===== src/rtl/hazard_detection_unit_pkg.sv =====
// ----------------------------------------------------------------------------
// hazard_detection_unit_pkg
// Shared pipeline definitions used by the hazard detection unit and the debug
// unit: the control-state encoding, the default drain depth and a helper that
// sizes the drain counter.
// ----------------------------------------------------------------------------
package hazard_detection_unit_pkg;

    typedef logic [1:0] state_t;

    localparam state_t ST_RUN    = 2'd0;
    localparam state_t ST_DRAIN  = 2'd1;
    localparam state_t ST_HALTED = 2'd2;

    // Stages a halt must still pass through after leaving ID: EX, MEM, WB.
    localparam int N_DRAIN_DEFAULT = 3;

    // Width of a counter that runs 0 .. n-1; never narrower than one bit.
    function automatic int cnt_width(input int n);
        return (n > 1) ? $clog2(n) : 1;
    endfunction

endpackage : hazard_detection_unit_pkg


===== src/rtl/hazard_detection_unit.sv =====
// ----------------------------------------------------------------------------
// hazard_detection_unit
// Pipeline control for a 5-stage in-order core: load-use stalls, branch/jump
// flushes, and the halt sequence (halt drains EX/MEM/WB, then the core parks
// in HALTED until a restart request).
//
// Ports
//   i_clk, i_rst_n        clock, asynchronous active-low reset
//   i_enable              global enable from the debug unit; 0 freezes all
//   i_rs_ifid, i_rt_ifid  source registers of the instruction in ID
//   i_rt_idex             destination rt of the instruction in EX
//   i_mem_read_idex       instruction in EX is a load
//   i_branch_taken_id     branch resolved taken in ID
//   i_jump_id             jump decoded in ID
//   i_halt_id             halt decoded in ID
//   i_restart             leave HALTED and start a new program
//   o_pc_write            PC load enable
//   o_ifid_write          IF/ID latch enable
//   o_ifid_flush          zero IF/ID on the next edge
//   o_idex_bubble         zero ID/EX control bits on the next edge
//   o_pipe_en             enable for ID/EX, EX/MEM, MEM/WB and RF write
//   o_halted              program finished and pipeline drained
//   o_stall_count         saturating count of load-use stalls
// ----------------------------------------------------------------------------
module hazard_detection_unit
    import hazard_detection_unit_pkg::*;
#(
    parameter int N_BITS_REG = 5,
    parameter int N_DRAIN    = N_DRAIN_DEFAULT,
    parameter int N_BITS_CNT = 16
) (
    input  logic                  i_clk,
    input  logic                  i_rst_n,
    input  logic                  i_enable,
    input  logic [N_BITS_REG-1:0] i_rs_ifid,
    input  logic [N_BITS_REG-1:0] i_rt_ifid,
    input  logic [N_BITS_REG-1:0] i_rt_idex,
    input  logic                  i_mem_read_idex,
    input  logic                  i_branch_taken_id,
    input  logic                  i_jump_id,
    input  logic                  i_halt_id,
    input  logic                  i_restart,
    output logic                  o_pc_write,
    output logic                  o_ifid_write,
    output logic                  o_ifid_flush,
    output logic                  o_idex_bubble,
    output logic                  o_pipe_en,
    output logic                  o_halted,
    output logic [N_BITS_CNT-1:0] o_stall_count
);

    localparam int                  W_DRAIN    = cnt_width(N_DRAIN);
    localparam logic [W_DRAIN-1:0]  DRAIN_LAST = W_DRAIN'(N_DRAIN - 1);
    localparam logic [N_BITS_CNT-1:0] CNT_MAX  = {N_BITS_CNT{1'b1}};

    state_t                r_state;
    logic [W_DRAIN-1:0]    r_drain_cnt;
    logic [N_BITS_CNT-1:0] r_stall_cnt;

    state_t                w_state_nxt;
    logic [W_DRAIN-1:0]    w_drain_nxt;
    logic [N_BITS_CNT-1:0] w_stall_nxt;
    logic                  w_load_use;

    // Register 0 is hard-wired to zero, so a load targeting it never creates
    // a real dependency. Once the stalled load moves on, EX holds the bubble
    // (mem_read=0), so each load stalls its consumer exactly one cycle.
    assign w_load_use = i_mem_read_idex
                      & (i_rt_idex != '0)
                      & ((i_rt_idex == i_rs_ifid) | (i_rt_idex == i_rt_ifid));

    always_comb begin
        // NOTE: every signal written here gets a default first, so no path
        // through the if/case tree leaves one unassigned and infers a latch.
        w_state_nxt   = r_state;
        w_drain_nxt   = r_drain_cnt;
        w_stall_nxt   = r_stall_cnt;
        o_pc_write    = 1'b0;
        o_ifid_write  = 1'b0;
        o_ifid_flush  = 1'b0;
        o_idex_bubble = 1'b0;
        o_pipe_en     = 1'b0;

        // While reset is held the state already reads RUN, so the enables are
        // gated explicitly to keep the pipeline frozen until reset releases.
        if (i_rst_n && i_enable) begin
            case (r_state)
                ST_RUN: begin
                    o_pipe_en = 1'b1;
                    if (w_load_use) begin
                        o_idex_bubble = 1'b1;
                        if (r_stall_cnt != CNT_MAX) begin
                            w_stall_nxt = r_stall_cnt + N_BITS_CNT'(1);
                        end
                    end else if (i_branch_taken_id || i_jump_id) begin
                        o_pc_write   = 1'b1;
                        o_ifid_write = 1'b1;
                        o_ifid_flush = 1'b1;
                    end else if (i_halt_id) begin
                        // PC and IF/ID freeze; the halt itself moves into EX.
                        w_state_nxt = ST_DRAIN;
                        w_drain_nxt = '0;
                    end else begin
                        o_pc_write   = 1'b1;
                        o_ifid_write = 1'b1;
                    end
                end

                ST_DRAIN: begin
                    o_idex_bubble = 1'b1;
                    o_pipe_en     = 1'b1;
                    if (r_drain_cnt == DRAIN_LAST) begin
                        w_state_nxt = ST_HALTED;
                        w_drain_nxt = '0;
                    end else begin
                        w_drain_nxt = r_drain_cnt + W_DRAIN'(1);
                    end
                end

                ST_HALTED: begin
                    if (i_restart) begin
                        w_state_nxt = ST_RUN;
                        w_drain_nxt = '0;
                        w_stall_nxt = '0;
                    end
                end

                default: begin
                    // Unreachable encoding: recover to RUN with the pipe frozen.
                    w_state_nxt = ST_RUN;
                    w_drain_nxt = '0;
                end
            endcase
        end
    end

    // NOTE: sequential state uses non-blocking assignments so every register
    // samples the pre-edge values regardless of statement order.
    always_ff @(posedge i_clk or negedge i_rst_n) begin
        if (!i_rst_n) begin
            r_state     <= ST_RUN;
            r_drain_cnt <= '0;
            r_stall_cnt <= '0;
        end else begin
            r_state     <= w_state_nxt;
            r_drain_cnt <= w_drain_nxt;
            r_stall_cnt <= w_stall_nxt;
        end
    end

    assign o_halted      = (r_state == ST_HALTED);
    assign o_stall_count = r_stall_cnt;

endmodule : hazard_detection_unit


===== config.mk =====
export PLATFORM = sky130hd
export DESIGN_NAME = hazard_detection_unit
export DESIGN_NICKNAME = d
export VERILOG_FILES = /design/src/rtl/hazard_detection_unit_pkg.sv /design/src/rtl/hazard_detection_unit.sv
export SDC_FILE = /design/constraint.sdc
export NUM_CORES = 1
export LEC_CHECK = 0
export CAP_MARGIN = 20
export CORE_MARGIN = 10
export CORE_UTILIZATION = 45
export DETAILED_ROUTE_END_ITERATION = 16
export PLACE_DENSITY_LB_ADDON = 0.12
export SETUP_SLACK_MARGIN = 0.02
export SYNTH_ARGS = -nofsm -noshare
export SYNTH_HDL_FRONTEND = slang
export SYNTH_SLANG_ARGS = --single-unit

===== constraint.sdc =====
create_clock -name i_clk -period 2.4 [get_ports i_clk]
set_input_delay 0.48 -clock i_clk [delete_from_list [all_inputs] [get_ports i_clk]]
set_output_delay 0.48 -clock i_clk [all_outputs]
set_load 0.02 [all_outputs]

==> run_results.csv <==
group,metric,value,unit
outcome,outcome,"completed",
drt,drcViolationCount,0,
timing,rsz0062_at_grt,"yes",
finish,post-route-util,70.8,%
timing,timing.final.hold_violations,0,
synth,muxShareOfSynthArea,0,%
timing,fin_crit_sh,97.0,%
finish,final_common_cell,"clkdlybuf4s50_1",
run,max-cap-violations,0,
synth,syn_area_per_cell,8.20,µm²
timing,slew_headroom,68.6,%
finish,area_growth,49.7,%
finish,n_antenna_cell,0,
placed_design,place.gp.congestion,0.834,
timing,setup_viol,0,
placed_design,place_area,1870,µm²
worst_setup_path,end_kind,"primary output",
timing,finalWorstSetupSlack,0.0731,ns
die,die_h,73.8,µm
finish,nNetsFinal,246,
synth,synth_xor_area_share,6.72,%
global_route,grt_start_max_net_pins,21,
die,rows,19,
pwr,total_power,965,µW
die,initial_core_util,47.3,%
worst_setup_path,critical_path_class,"in -> out",
clock_network,cts_hold_buf,0,
worst_setup_path,cp-start-kind,"input pin",
clock_network,cts_tree,"yes",
clock_network,cts_root_buf,"clkbuf_4",
worst_setup_path,worstPathRequired,1.92,ns
global_route,antenna_found_initial,0,
drt,wire_per_inst,16.1,µm
synth,synth-simple-area-share,25.3,%
timing,tns,0,ns
clock_network,cts_buffers,3,
synth,ys_seq_area_share,38.4,%
finish,final_cells,252,
drt,finalWirelength,4050,µm
synth,synth_top_area_cell,"dfrtp_1",
drt,vias,1426,
timing,min_period,2.33,ns
synth,synth_top_family_by_area,"simple AND/OR/NAND/NOR gates",
synth,synthAdderAreaFrac,0.960,%
die,core_area,2760,µm²
timing,fmax,430,MHz
timing,worst_pin_slew,0.471,ns
synth,synth.area.top_cells,"dfrtp_1 (38%), o21ai_0 (8.8%), xor2_1 (6.7%), o31ai_1 (5.8%), nor2_1 (4.3%)",
synth,ys_ff_latch,20,
clock_network,path_clk_slew,0.11,ns
clock_network,htree_levels,1,
synth,synth_top_cell_area_share,38.4,%
timing,slew_viol_final,0,
clock_network,clkLatencyLatePin,0.31,ns
synth,netlist_area,1300,µm²
synth,synth_compound_area_share,23.5,%
worst_setup_path,worstPathArrival,1.85,ns
synth,yosysWarnings,0,
die,die_w,73.8,µm
placed_design,hpwlAfterDp,3090,µm
placed_design,pre_cts_slack,-0.851,ns
pwr,power-per-cell-area,494,nW/µm²
drt,firstDrtPassIters,4,
pwr,irDropWorstVdd,579,µV
finish,final_cell_mix,"clkdlybuf4s50_1 (24), o21ai_0 (22), buf_4 (21)",
finish,drive_gt1_share,19.9,%
synth,synthesis.nets,183,
die,num_io_pins,45,
drt,first_iter_violations,107,
finish,stdcell_area,1950,µm²
placed_design,dp.cells,244,
drt,vias_per_cell,5.66,
global_route,grtUsageTotal,15.1,%
synth,synth_cells,159,
synth,synth.distinct_cells,34,
die,fp.dieArea,5450,µm²
timing,fin_hold_ws,0.527,ns
global_route,grt_pass1_vias,1485,
global_route,gr-total-overflow,0,
timing,finClkSkew,0.00375,ns
clock_network,cts_sinks,20,
pwr,leakagePower,0.822,nW
finish,fillCellCount,244,
worst_setup_path,critical_path.max_fanout,3,
clock_network,clk_path_buf_depth,2,
global_route,grt_first_pass_wirelength,6690,µm
drt,antenna_left,0,
placed_design,io_buffers,44,
hold_path,min_path_type,"reg -> reg",
-- final cells by class --
class,count,area (µm²),share of cell area [%]
multi-input cells,125,777,39.8
well taps,31,38.8,1.99
clock buffers,4,36.3,1.86
inverters,7,26.3,1.35
flip-flops and latches,20,500,25.6
repair buffers,65,573,29.4
-- kinds of logic after synthesis --
| group | count (synthesis) |
|---|---|
| buffers and inverters | 14 |
| flip-flops | 20 |
| AND/OR/NAND/NOR | 64 |
| adder cells (fa/ha/maj) | 1 |
| AO/OA/AOI/OAI | 50 |
| XOR/XNOR | 10 |
-- layer usage --
layer  global-route usage, %  part of all wire [%]
met5                       0                     0
met4                    5.38                   1.2
met3                    4.85                   6.6
met2                    26.0                    51
met1                    17.0                    41
-- power by group --
part | leakage, nW | switching, mW | internal (mW)
logic | 0.534 | 0.201 | 0.161
registers | 0.266 | 0.0321 | 0.373
clock network | 0.0210 | 0.106 | 0.0927
total | 0.822 | 0.339 | 0.626
-- sequential cells by signal (all words and copies together), names as in the netlist --
signal / cells
o_stall_count: 16
r_state: 2
r_drain_cnt: 2
-- repair_timing --
action	CTS	global route
endpoints found under the setup margin	5	5
gates resized for setup	50	6
setup buffers	3	1
pin swaps	18	8
-- critical path: stages --
cell	delay (ns)
clkdlybuf4s15_1	0.19
or4_4	0.51
o21ai_4	0.16
nor2_2	0.07
nor2_2	0.11
and3_4	0.21
buf_6	0.12
-- Yosys cell counts (all sizes together) --
master / n
nor3b: 1
a21oi: 4
a22oi: 1
nor4: 1
clkbuf: 3
dfrtp: 20
or3: 3
nand2: 12
nor2: 15
nand4: 5
o31ai: 10
a31oi: 5
or4: 1
o21ai: 25
o311ai: 2
nand3: 9
nor3: 8
buf: 4
o32a: 1
nor2b: 3
xor2: 10
o21a: 1
ha: 1
inv: 7
o211ai: 1
and2: 1
and3: 5
-- final timing paths --
path,start,endpoint,slack (ns),cells after the start
setup / recovery,i_rt_idex[3],o_ifid_write,0.07,7
hold / removal,o_stall_count[7],o_stall_count[7],0.53,1
setup reg to reg,o_stall_count[0],o_stall_count[13],0.23,7
hold reg to reg,o_stall_count[7],o_stall_count[7],0.53,1
max in group asynchronous,i_rst_n,o_stall_count[14],1.60,2
min in group asynchronous,i_rst_n,o_stall_count[1],0.58,2
Note: power is estimated with default switching activity, not from simulation.
